### src/rtl/fetch_pkg.sv
// Shared types and constants for the instruction fetch stage.
package fetch_pkg;

    localparam int PC_W    = 16;
    localparam int INSTR_W = 32;

    localparam logic [PC_W-1:0] DEF_RESET_PC = 16'h0000;
    localparam logic [PC_W-1:0] DEF_PC_STEP  = 16'd2;

    typedef enum logic [1:0] {
        IDLE = 2'd0,
        RUN  = 2'd1,
        HALT = 2'd2
    } state_t;

    // Instruction words are 2 PC units wide, so targets are forced even.
    function automatic logic [PC_W-1:0] align_pc(input logic [PC_W-1:0] pc);
        return pc & 16'hFFFE;
    endfunction

endpackage

### src/rtl/fetch_pc_reg.sv
// Program counter register with its next-PC mux (redirect > advance > hold).
module fetch_pc_reg
    import fetch_pkg::*;
#(
    parameter logic [PC_W-1:0] RESET_PC = DEF_RESET_PC,
    parameter logic [PC_W-1:0] PC_STEP  = DEF_PC_STEP
) (
    input  logic            clk,
    input  logic            rst,
    input  logic            advance,
    input  logic            redirect,
    input  logic [PC_W-1:0] redirect_pc,
    output logic [PC_W-1:0] pc
);

    logic [PC_W-1:0] pc_r;
    logic [PC_W-1:0] pc_next_s;

    // Next-PC selection; the sum wraps naturally at 16 bits.
    always_comb begin
        pc_next_s = pc_r;
        if (redirect) begin
            pc_next_s = align_pc(redirect_pc);
        end else if (advance) begin
            pc_next_s = pc_r + PC_STEP;
        end else begin
            pc_next_s = pc_r;
        end
    end

    // PC state register.
    always_ff @(posedge clk) begin
        if (rst) begin
            pc_r <= RESET_PC;
        end else begin
            pc_r <= pc_next_s;
        end
    end

    assign pc = pc_r;

endmodule

### src/rtl/fetch_stage.sv
// Fetch stage: IDLE/RUN/HALT control, PC sequencing and the IF/ID output register.
// Optional accepted-instruction counter enabled by defining FETCH_CNT_EN.
module fetch_stage
    import fetch_pkg::*;
#(
    parameter logic [PC_W-1:0] RESET_PC = DEF_RESET_PC,
    parameter logic [PC_W-1:0] PC_STEP  = DEF_PC_STEP
) (
    input  logic               clk,
    input  logic               rst,
    input  logic               start_i,
    input  logic               halt_i,
    input  logic               redirect_i,
    input  logic [PC_W-1:0]    redirect_pc_i,
    output logic [PC_W-1:0]    pc_o,
    input  logic [INSTR_W-1:0] instr_i,
    output logic               out_valid_o,
    input  logic               out_ready_i,
    output logic [INSTR_W-1:0] out_instr_o,
`ifdef FETCH_CNT_EN
    output logic [PC_W-1:0]    out_pc_o,
    output logic [15:0]        fetch_cnt_o
`else
    output logic [PC_W-1:0]    out_pc_o
`endif
);

    state_t             state_r;
    logic               out_valid_r;
    logic [INSTR_W-1:0] out_instr_r;
    logic [PC_W-1:0]    out_pc_r;
    logic [PC_W-1:0]    pc_s;
    logic               xfer_s;
    logic               fetch_s;

    assign xfer_s = out_valid_r & out_ready_i;

    // A fetch needs RUN, no redirect/halt this cycle, and room in IF/ID.
    assign fetch_s = (state_r == RUN) & ~redirect_i & ~halt_i & (~out_valid_r | out_ready_i);

    fetch_pc_reg #(
        .RESET_PC (RESET_PC),
        .PC_STEP  (PC_STEP)
    ) u_pc (
        .clk         (clk),
        .rst         (rst),
        .advance     (fetch_s),
        .redirect    (redirect_i),
        .redirect_pc (redirect_pc_i),
        .pc          (pc_s)
    );

    // Control state machine; redirect keeps IDLE in IDLE and wins over halt in RUN.
    always_ff @(posedge clk) begin
        if (rst) begin
            state_r <= IDLE;
        end else begin
            case (state_r)
                IDLE: begin
                    if (start_i && !redirect_i) begin
                        state_r <= RUN;
                    end
                end
                RUN: begin
                    if (halt_i && !redirect_i) begin
                        state_r <= HALT;
                    end
                end
                HALT: begin
                    if (redirect_i) begin
                        state_r <= RUN;
                    end
                end
                default: state_r <= IDLE;
            endcase
        end
    end

    // IF/ID register: redirect flushes, fetch loads, a transfer without refill drains.
    always_ff @(posedge clk) begin
        if (rst) begin
            out_valid_r <= 1'b0;
            out_instr_r <= 32'h0000_0000;
            out_pc_r    <= 16'h0000;
        end else if (redirect_i) begin
            out_valid_r <= 1'b0;
        end else if (fetch_s) begin
            out_valid_r <= 1'b1;
            out_instr_r <= instr_i;
            out_pc_r    <= pc_s;
        end else if (xfer_s) begin
            out_valid_r <= 1'b0;
        end
    end

`ifdef FETCH_CNT_EN
    logic [15:0] fetch_cnt_r;

    // Count accepted instructions; a flushed one is never counted.
    always_ff @(posedge clk) begin
        if (rst) begin
            fetch_cnt_r <= 16'h0000;
        end else if (xfer_s && !redirect_i) begin
            fetch_cnt_r <= fetch_cnt_r + 16'd1;
        end
    end

    assign fetch_cnt_o = fetch_cnt_r;
`endif

    assign pc_o        = pc_s;
    assign out_valid_o = out_valid_r;
    assign out_instr_o = out_instr_r;
    assign out_pc_o    = out_pc_r;

endmodule

### config.mk
export PLATFORM = sky130hd
export DESIGN_NAME = fetch_stage
export DESIGN_NICKNAME = d
export VERILOG_FILES = /design/src/rtl/fetch_pkg.sv /design/src/rtl/fetch_pc_reg.sv /design/src/rtl/fetch_stage.sv
export SDC_FILE = /design/constraint.sdc
export NUM_CORES = 1
export LEC_CHECK = 0
export ABC_CLOCK_PERIOD_IN_PS = 2100
export CORE_ASPECT_RATIO = 1.75
export CORE_MARGIN = 3
export CORE_UTILIZATION = 41
export CTS_CLUSTER_DIAMETER = 80
export DETAILED_ROUTE_END_ITERATION = 6
export GPL_ROUTABILITY_DRIVEN = 1
export PLACE_DENSITY = 0.79
export SLEW_MARGIN = 40
export SYNTH_ARGS = -nofsm -noshare
export SYNTH_HDL_FRONTEND = slang
export SYNTH_SLANG_ARGS = --single-unit
### constraint.sdc
create_clock -name clk -period 2.1 [get_ports clk]
set_input_delay 0.315 -clock clk [delete_from_list [all_inputs] [get_ports clk]]
set_output_delay 0.315 -clock clk [all_outputs]
set_load 0.05 [all_outputs]
==> Flow_metrics.wiki, run 1 <==
{| class="wikitable"
! Metric !! Value
|-
| Status || finished, final reports clean
|-
| Asr flop ratio synth || 0%
|-
| Actual transition at the worst max-transition pin || around 580 ps
|-
| Longest individual stage delay on the worst path || between 800 and 900 ps
|-
| Arrival time of the worst setup path || between 1500 and 2000 ps
|-
| Initial standard-cell utilization of the core || a little over two fifths
|-
| Clock root buffer master || sky130_fd_sc_hd__clkbuf_8
|-
| Non-filler cells in the finished layout || between 500 and 600
|-
| Slowest cell on the critical path || sky130_fd_sc_hd__clkdlybuf4s50_1
|-
| Area contributors post-synth || sky130_fd_sc_hd__dfxtp_1 (50%), sky130_fd_sc_hd__nand2_1 (15%), sky130_fd_sc_hd__a21oi_1 (9.6%)
|-
| Synth area leader || sky130_fd_sc_hd__dfxtp_1
|-
| DRC || 0
|-
| Number of flops mapped to enable cells by yosys || 0
|-
| WL met1 || around 2800 um
|-
| Share of the clock period used by the worst path after layout || between 90% and 100%
|-
| Buf+Inv Stages, Crit Path || 1
|-
| Die X-Extent || 66.16 um
|-
| Worst clock skew || a little over 6 ps
|-
| Remaining global-route overflow || 0
|-
| Smallest hold slack || ~450 ps
|-
| Aggregate negative setup slack || 0 ps
|-
| Drt first pass iters || 5
|-
| Post-CTS setup buffers || 0
|-
| Standby leakage power || about 1.4 nW
|-
| Required time at the endpoint of the critical path || about 1800 ps
|-
| Share of the synthesized area in the top cell type || about 50%
|-
| Overall via count from detail_route || 2647
|-
| Peak supply drop || around 0.00061 V
|-
| Number of I/O pins || 119
|-
| Met3 routed wirelength || about 430 um
|-
| Clock Pin Slew Worst Setup and Hold Paths || about 70 ps
|-
| Largest net degree at the start of global routing || 42
|-
| Most frequent cell after synthesis || sky130_fd_sc_hd__nand2_1
|-
| CP Class || reg2out
|-
| Multi-input combinational cell area || 1187 um^2
|-
| Routed via count divided by cell count || 4.994
|-
| Count of final hold-check violations || 0
|-
| Post-placement cell count || around 510
|-
| Top achievable clock speed || 512.0 MHz
|-
| Setup-violating endpoint count in the final report || 0
|-
| Nets || 502
|-
| Core Area || between 6000 and 7000 um^2
|-
| Cell types with the highest counts after synthesis || sky130_fd_sc_hd__nand2_1 (102), sky130_fd_sc_hd__dfxtp_1 (65), sky130_fd_sc_hd__a21oi_1 (50)
|-
| PostCTS Resize Cnt || 0
|-
| Number of distinct library cell variants in the gate-level netlist after synthesis || 38
|-
| H-tree level count || 3
|-
| Area of the die || around 7400 um^2
|-
| Number of antenna-violating nets in the routed design || 0
|-
| Time the final worst path needs with I/O delays and setup || about 2000 ps
|-
| Fill cell count || slightly above 500
|-
| Top delay family on crit path || buffers and inverters
|-
| Buffer depth of the longest clock path || 2
|-
| Mean area per synthesized cell || around 8 um^2
|-
| Synth Flop Type || sky130_fd_sc_hd__dfxtp_1
|-
| Number of global-route vias before repair || approximately 2500
|-
| Portion of the post-synthesis area used by sequential elements || 50.12%
|-
| Top layer reached by signal wires || met4
|-
| Setup WS pre-CTS || -34.64 ps
|-
| Reported max-cap violation count || 0
|-
| Largest fanout of any net on the critical path || 7
|-
| DRC violation total after the first TritonRoute iteration || around 140
|-
| Proportion of layout cells with a drive suffix above 1 || a little under a tenth
|-
| Startpoint types || flop
|-
| Global-route wire length before repair || around 12000 um
|-
| Cell row count || 37
|-
| CP Cell Sequence || clkdlybuf4s50_1
|-
| TritonCTS clock tree || yes
|-
| HPWL after detailed placement || roughly 5300 um
|-
| Setup repair after global routing missed its margin || no
|-
| Yosys reg bits || 65
|-
| Detailed route wirelength on metal2 || around 3900 um
|-
| Cell area after technology mapping || 2596 um^2
|-
| Post-cts hold buffer count || 0
|-
| Class of the tightest hold or removal check || reg2reg
|-
| Worst Setup End Kind || output port
|-
| Yosys warns || 0
|-
| Port-buffer cells || approximately 120
|-
| Register area || between 1000 and 1500 um^2
|-
| Number of CTS-inserted buffers || 9
|-
| Number of clock sinks seen by CTS || 65
|-
| Worst skew pair latency || roughly 330 ps
|-
| P per Cell Area || between 600 and 700 nW/um^2
|-
| Combined global-route utilization of all metal layers || about a fifth
|-
| Setup slack of the critical path after layout || 147.1 ps
|-
| Max-slew violation total from the final report || 0
|-
| Number of antenna violations at the first check in global routing || 0
|-
| Global placement routability congestion || roughly 0.85
|-
| Y dimension of the die || 111.3 um
|-
| Synthesized instance count || between 300 and 400
|-
| P&R area growth vs syn || 59.42%
|-
| Max-slew headroom || between 60% and 70%
|-
| Drt wl/cell || approximately 14 um
|-
| Antenna cell count || 0
|-
| Routed Wire Length || slightly above 7000 um
|}
## layout make-up
type                    count  area share [%]
clock inverters             3          0.9674
flip-flops and latches     65           31.50
repair buffers            135           32.53
multi-input cells         232           28.69
clock buffers              13           3.597
inverters                   4          0.3628
well taps                  78           2.358
## cell families (layout without fill, tap and decap cells)
logic type | after synthesis | count (layout) | share of synthesized area (%)
simple gates | 149 | 149 | 26.07
flops | 65 | 65 | 50.12
fa+ha+maj | 1 | 1 | 0.4819
xor+xnor | 5 | 5 | 1.687
compound gates | 75 | 75 | 16.96
other cells | 1 | 2 | 0.1444
buf+inv | 28 | 155 | 4.530
## layout by cell type (no fill, tap or decap), drive strengths merged
cell type	n
a2111oi	1
a211oi	5
a21oi	50
a221oi	1
a311oi	8
and2	1
and2b	2
and3	3
and4	1
buf	21
bufinv	1
clkbuf	13
clkdlybuf4s50	114
clkinv	2
conb	2
dfxtp	65
ha	1
inv	4
nand2	102
nand2b	1
nand3	5
nand4	4
nand4b	1
nor2	15
nor2b	1
nor3	2
nor3b	1
nor4b	1
o21a	1
o21ai	5
o31a	1
o31ai	2
o32ai	1
or3	7
or4	2
xnor2	1
xor2	4
## report_power, final
group	switching [mW]	internal [mW]	total, mW
logic	0.255	0.206	0.461
clock network	0.446	0.579	1.02
registers	0.0394	1.27	1.31
total	0.741	2.06	2.80
## final timing paths
check,cells after the start,slack (ps),from,end
max,1,150,u_pc.pc[8],pc_o[8]
min,2,450,out_pc_o[7],out_pc_o[7]
max reg2reg,4,270,u_pc.pc[8],u_pc.pc[15]
min reg2reg,2,450,out_pc_o[7],out_pc_o[7]
## through the flow
stage	utilization [%]	total power, mW	instance area [um^2]
finish	68.77	2.797	4139
global route	68.77	2.911	4139
CTS	68.77	2.822	4139
detailed placement	65.63	1.800	3950
global placement	65.63	1.793	3950
floorplan	-	1.577	2603
## state kept, by name (all words and copies together), names as in the netlist
| signal | flops |
|---|---|
| out_instr_o | 32 |
| out_pc_o | 15 |
| out_valid_o | 1 |
| state_r | 2 |
| u_pc.pc | 15 |
## per-layer routing
layer,up-vias,global-route usage [%]
met5,-,0
met4,0,8.005
met3,12,5.172
met2,90,35.70
met1,1208,23.81
li1,1337,-
Power figures use the tool's default switching activity.
==> run 2, diff against run 1 <==
- ABC_CLOCK_PERIOD_IN_PS: 2100 -> 1600
- CORE_UTILIZATION: 41 -> 37
- PLACE_DENSITY: 0.79 -> 0.76
- clock period: 2.1 -> 1.6 ns (I/O delays scaled with it)
==> Flow_metrics.wiki, run 2 (synthesized netlist as in run 1, its figures left out) <==
{| class="wikitable"
! Metric !! Value
|-
| FF-to-FF Start || state_r[1]
|-
| Number of CTS-inserted buffers || 9
|-
| Share of the clock period used by the worst path after layout || 98.42%
|-
| Top achievable clock speed || between 600 and 700 MHz
|-
| TritonCTS clock tree || yes
|-
| Combined global-route utilization of all metal layers || 19.00%
|-
| Number of flip-flops under the largest register name || 32
|-
| Class of the tightest hold or removal check || in2reg
|-
| Global-route wire length before repair || 12240 um
|-
| Post-placement cell count || between 500 and 600
|-
| Buffer depth of the longest clock path || 2
|-
| Worst setup slack for register-to-register paths || 30 ps
|-
| Worst clock skew || around 7 ps
|-
| Count of final hold-check violations || 0
|-
| Die X-Extent || between 60 and 70 um
|-
| Worst Setup End Kind || flop
|-
| H-tree level count || 3
|-
| Routed Wire Length || approximately 8000 um
|-
| Hold Path Sink || out_pc_o[9]
|-
| Placed cell areas || ~3900 um^2
|-
| Drt first pass iters || 4
|-
| Routed via count divided by cell count || about 5
|-
| Antenna cell count || 0
|-
| Number of antenna violations at the first check in global routing || 0
|-
| Clock root buffer master || sky130_fd_sc_hd__clkbuf_16
|-
| Global placement routability congestion || approximately 0.85
|-
| Y dimension of the die || about 120 um
|-
| Largest fanout of any net on the critical path || 8
|-
| Peak supply drop || ~0.00064 V
|-
| Number of global-route vias before repair || between 2000 and 3000
|-
| Non-filler cells in the finished layout || between 500 and 600
|-
| CP Class || reg2reg
|-
| DRC violation total after the first TritonRoute iteration || ~190
|-
| Initial standard-cell utilization of the core || about two fifths
|-
| Required time at the endpoint of the critical path || approximately 1800 ps
|-
| Buf+Inv Stages, Crit Path || 1
|-
| Number of cells on the worst hold path || 2
|-
| Cell row count || 39
|-
| Slowest cell on the critical path || sky130_fd_sc_hd__or4_4
|-
| Number of antenna-violating nets in the routed design || 0
|-
| Reg-to-Reg End || u_pc.pc[13]
|-
| Top delay family on crit path || simple AND/OR/NAND/NOR gates
|-
| P per Cell Area || 954.9 nW/um^2
|-
| Startpoint types || flop
|-
| Final design instance area without fill || ~4300 um^2
|-
| Core Area || 6685 um^2
|-
| Worst skew pair latency || ~330 ps
|-
| Remaining global-route overflow || 0
|-
| Port-buffer cells || between 100 and 150
|-
| Standby leakage power || about 1.7 nW
|-
| Clock Pin Slew Worst Setup and Hold Paths || 50 ps
|-
| Cell depth of the worst flop-to-flop path || 5
|-
| Number of clock sinks seen by CTS || between 60 and 70
|-
| Number of I/O pins || 119
|-
| Stages on the worst setup path || 5
|-
| Aggregate negative setup slack || 0 ps
|-
| Nets || 513
|-
| Arrival time of the worst setup path || approximately 1800 ps
|-
| HPWL after detailed placement || 5473 um
|-
| Drt wl/cell || 14.57 um
|-
| Reported max-cap violation count || 0
|-
| Area of the die || roughly 8100 um^2
|-
| Most frequent standard cell in the layout excluding fill and tap cells || sky130_fd_sc_hd__nand2_1
|-
| Setup-violating endpoint count in the final report || 0
|-
| Status || finished, final reports clean
|-
| Commonest cells after routing, fill and taps aside || sky130_fd_sc_hd__nand2_1 (102), sky130_fd_sc_hd__buf_4 (87), sky130_fd_sc_hd__clkdlybuf4s50_1 (50), sky130_fd_sc_hd__dfxtp_1 (49), sky130_fd_sc_hd__a21oi_1 (48)
|-
| Overall via count from detail_route || between 2000 and 3000
|-
| Time the final worst path needs with I/O delays and setup || roughly 1600 ps
|-
| Proportion of layout cells with a drive suffix above 1 || a little under a third
|-
| Largest net degree at the start of global routing || 48
|-
| Longest individual stage delay on the worst path || about 440 ps
|-
| Max-slew violation total from the final report || 0
|-
| P&R area growth vs syn || 65.54%
|-
| DRC || 0
|-
| CP Cell Sequence || nor3b_4 > buf_6 > nand4_4 > or4_4 > a311oi_2
|-
| Beginning of the worst hold path || rst
|-
| Setup repair after global routing missed its margin || yes
|}
[run 2: changes by cell type in the layout (fill, tap and decap cells not counted), sizes merged]
| cell | before | now |
|---|---|---|
| bufinv | 1 | 0 |
| clkinv | 2 | 4 |
| buf | 21 | 93 |
| clkbuf | 13 | 14 |
| dlygate4sd2 | 0 | 1 |
| clkdlybuf4s50 | 114 | 50 |
[run 2: repair_timing]
action                     CTS  global route
resized for setup            5            13
setup buffers                1             2
cloned                       0             3
hold buffers                 0             0
setup endpoints to repair   57            46
pin swaps                    3             3
[run 2: stage by stage]
step | util (%) | power (mW) | hold slack [ps] | worst slack, ps
final | 64.29 | 4.104 | 348.7 | 25.22
after global routing | 64.29 | 4.253 | 359.0 | -63.82
after CTS | 62.17 | 4.107 | 327.1 | 20.85
after detailed placement | 57.98 | 2.363 | 447.2 | -520.5
after global placement | 57.98 | 2.354 | 441.9 | -460.0
after floorplan | - | 2.071 | 376.0 | -124.3
[run 2: worst register-to-register path, stage by stage, from the launching register on]
cell and delay [ps]:
sky130_fd_sc_hd__dfxtp_2 340, sky130_fd_sc_hd__nor3b_4 170, sky130_fd_sc_hd__buf_6 150, sky130_fd_sc_hd__nand4_4 140
sky130_fd_sc_hd__or4_4 440, sky130_fd_sc_hd__a311oi_2 240
[run 2: power by group]
group | internal [mW] | leakage (nW) | total, mW | switching [mW]
Combinational | 0.281 | 1.02 | 0.651 | 0.370
Sequential | 1.67 | 0.537 | 1.71 | 0.0383
Clock | 1.08 | 0.134 | 1.74 | 0.668
[run 2: cell type report]
class / count / area (um^2)
sequential: 65 / 1344
timing repair buffer: 146 / 1300
clock inverter: 4 / 18.77
fill: 567 / 2387
tap: 82 / 102.6
clock buffer: 12 / 246.5
inverter: 4 / 15.01
multi-input combinational: 232 / 1271
[run 2: how the worst max path moves through the flow]
| stage | startpoint | to | slack [ps] |
|---|---|---|---|
| CTS | state_r[1] | u_pc.pc[7] | 20 |
| global route | state_r[1] | u_pc.pc[13] | -60 |
| global placement | halt_i | u_pc.pc[12] | -460 |
| detailed placement | halt_i | u_pc.pc[12] | -520 |
| floorplan | u_pc.pc[6] | u_pc.pc[15] | -120 |
| finish | state_r[1] | u_pc.pc[13] | 30 |
[run 2: per-layer routing]
metal  share of wire, %  GRT usage [%]
met5                  0              0
met4                2.2          9.648
met3                6.3          5.214
met2                 55          35.84
met1                 37          18.99
==> run 3, diff against run 2 <==
- CELL_PAD_IN_SITES_DETAIL_PLACEMENT: default -> 0
- CELL_PAD_IN_SITES_GLOBAL_PLACEMENT: default -> 1
- CORE_MARGIN: 3 -> 1.5
- CORE_UTILIZATION: 37 -> 26
- PLACE_DENSITY: 0.76 -> default
- PLACE_DENSITY_LB_ADDON: default -> 0.1
==> Flow_metrics.wiki, run 3 (synthesized netlist as in run 1, its figures left out) <==
{| class="wikitable"
! Metric !! Value
|-
| Register area || 1346 um^2
|-
| Antenna cell count || 0
|-
| Setup repair after global routing missed its margin || yes
|-
| P per Cell Area || 901.2 nW/um^2
|-
| Final design instance area without fill || roughly 4700 um^2
|-
| Worst Setup End Kind || flop
|-
| Number of clock sinks seen by CTS || 65
|-
| HPWL after detailed placement || between 6000 and 7000 um
|-
| Fill cell count || 982
|-
| Routed via count divided by cell count || ~4.7
|-
| Overall power || roughly 4.2 mW
|-
| Buffer depth of the longest clock path || 2
|-
| Most frequent standard cell in the layout excluding fill and tap cells || sky130_fd_sc_hd__buf_4
|-
| Die X-Extent || around 80 um
|-
| Share of the clock period used by the worst path after layout || a little over nine tenths
|-
| P&R area growth vs syn || 80.05%
|-
| Area of the die || 10620 um^2
|-
| Global-route wire length before repair || approximately 13000 um
|-
| Time the final worst path needs with I/O delays and setup || between 1500 and 2000 ps
|-
| DRC violation total after the first TritonRoute iteration || between 90 and 100
|-
| Peak supply drop || around 0.00066 V
|-
| Most Used Layer, Global Route || met2
|-
| Nets || between 500 and 600
|-
| Post-placement cell count || 566
|-
| Number of antenna violations at the first check in global routing || 0
|-
| Non-filler cells in the finished layout || just under 600
|-
| Met3 capacity usage during global routing || about 4.2%
|-
| Clock root buffer master || sky130_fd_sc_hd__clkbuf_16
|-
| Final cell utilization of the core || 47.75%
|-
| Top achievable clock speed || 637.1 MHz
|-
| Number of global-route vias before repair || approximately 2600
|-
| Class of the tightest hold or removal check || in2reg
|-
| Aggregate negative setup slack || 0 ps
|-
| Setup WS pre-CTS || -450.0 ps
|-
| Remaining global-route overflow || 0
|-
| Worst clock skew || between 5 and 6 ps
|-
| Max-slew violation total from the final report || 0
|-
| Reported max-cap violation count || 0
|-
| Y dimension of the die || between 100 and 150 um
|-
| Clock Pin Slew Worst Setup and Hold Paths || around 50 ps
|-
| Number of antenna-violating nets in the routed design || 0
|-
| Drt first pass iters || 6
|-
| Number of CTS-inserted buffers || 9
|-
| Met2 usage in global routing || 29.21%
|-
| Status || finished, final reports clean
|-
| Required time at the endpoint of the critical path || 1860 ps
|-
| Count of final hold-check violations || 0
|-
| Routed Wire Length || approximately 9000 um
|-
| Initial standard-cell utilization of the core || between 20% and 30%
|-
| Smallest hold slack || about 220 ps
|-
| GRT met1 Usage || between 10% and 20%
|-
| Setup slack of the critical path after layout || 30.48 ps
|-
| Largest fanout of any net on the critical path || 8
|-
| CP Class || reg2reg
|-
| Combined global-route utilization of all metal layers || between 10% and 20%
|-
| Commonest cells after routing, fill and taps aside || sky130_fd_sc_hd__buf_4 (88), sky130_fd_sc_hd__nand2_1 (84), sky130_fd_sc_hd__clkdlybuf4s50_1 (50), sky130_fd_sc_hd__dfxtp_1 (49), sky130_fd_sc_hd__a21oi_1 (28)
|-
| Core Area || 9789 um^2
|-
| Cell row count || 48
|-
| DRC || 0
|-
| Drt wl/cell || roughly 15 um
|-
| Worst skew pair latency || between 300 and 400 ps
|-
| Number of flip-flops under the largest register name || 32
|-
| Standby leakage power || ~1.9 nW
|-
| Overall via count from detail_route || 2812
|-
| Proportion of layout cells with a drive suffix above 1 || 40.25%
|-
| Placed cell areas || just under 4000 um^2
|-
| Multi-input combinational cell area || 1463 um^2
|-
| Setup-violating endpoint count in the final report || 0
|-
| Port-buffer cells || between 100 and 150
|-
| TritonCTS clock tree || yes
|-
| Largest net degree at the start of global routing || 36
|-
| Number of I/O pins || roughly 120
|-
| Arrival time of the worst setup path || ~1800 ps
|-
| Startpoint types || flop
|-
| Global placement routability congestion || 0.7698
|-
| H-tree level count || 3
|}
[run 3: repair_timing]
item / in CTS / in global routing
gates cloned: 1 / 7
gates resized for setup: 3 / 65
setup endpoints to repair: 55 / 54
setup buffers: 2 / 5
pin swaps: 2 / 34
hold buffers: 0 / 0
[run 3: final timing paths]
check / from / end / slack [ps] / cells after the start
worst max-delay path: state_r[1] / out_pc_o[14] / 30 / 7
worst min-delay path: rst / u_pc.pc[2] / 220 / 2
worst max register to register: state_r[1] / out_pc_o[14] / 30 / 7
worst min register to register: out_instr_o[0] / out_instr_o[0] / 450 / 2
[run 3: routing by layer]
metal,share of wire (%),wire (um)
met2,55,5085
met5,0,0
met3,4.3,398
met1,39,3607
met4,1.6,149
[run 3: layout make-up]
class / instances / share of cell area [%]
clock buffers: 11 / 5.193
clock inverters: 5 / 0.6692
inverters: 4 / 0.3212
multi-input cells: 234 / 31.29
flip-flops and latches: 65 / 28.80
well taps: 125 / 3.346
repair buffers: 153 / 30.38
[run 3: worst max-delay path, stage by stage, from the launching register on]
cell                        delay [ps]
sky130_fd_sc_hd__dfxtp_4           340
sky130_fd_sc_hd__nor3b_4           170
sky130_fd_sc_hd__buf_6             160
sky130_fd_sc_hd__buf_6             110
sky130_fd_sc_hd__and3_4            330
sky130_fd_sc_hd__clkbuf_16         200
sky130_fd_sc_hd__nand2_2            60
sky130_fd_sc_hd__a21oi_2           130
[run 3: report_power, final]
part	leakage [nW]	total, mW	switching [mW]	internal (mW)
logic	1.24	0.714	0.408	0.305
clock network	0.135	1.79	0.710	1.08
registers	0.537	1.70	0.0369	1.67
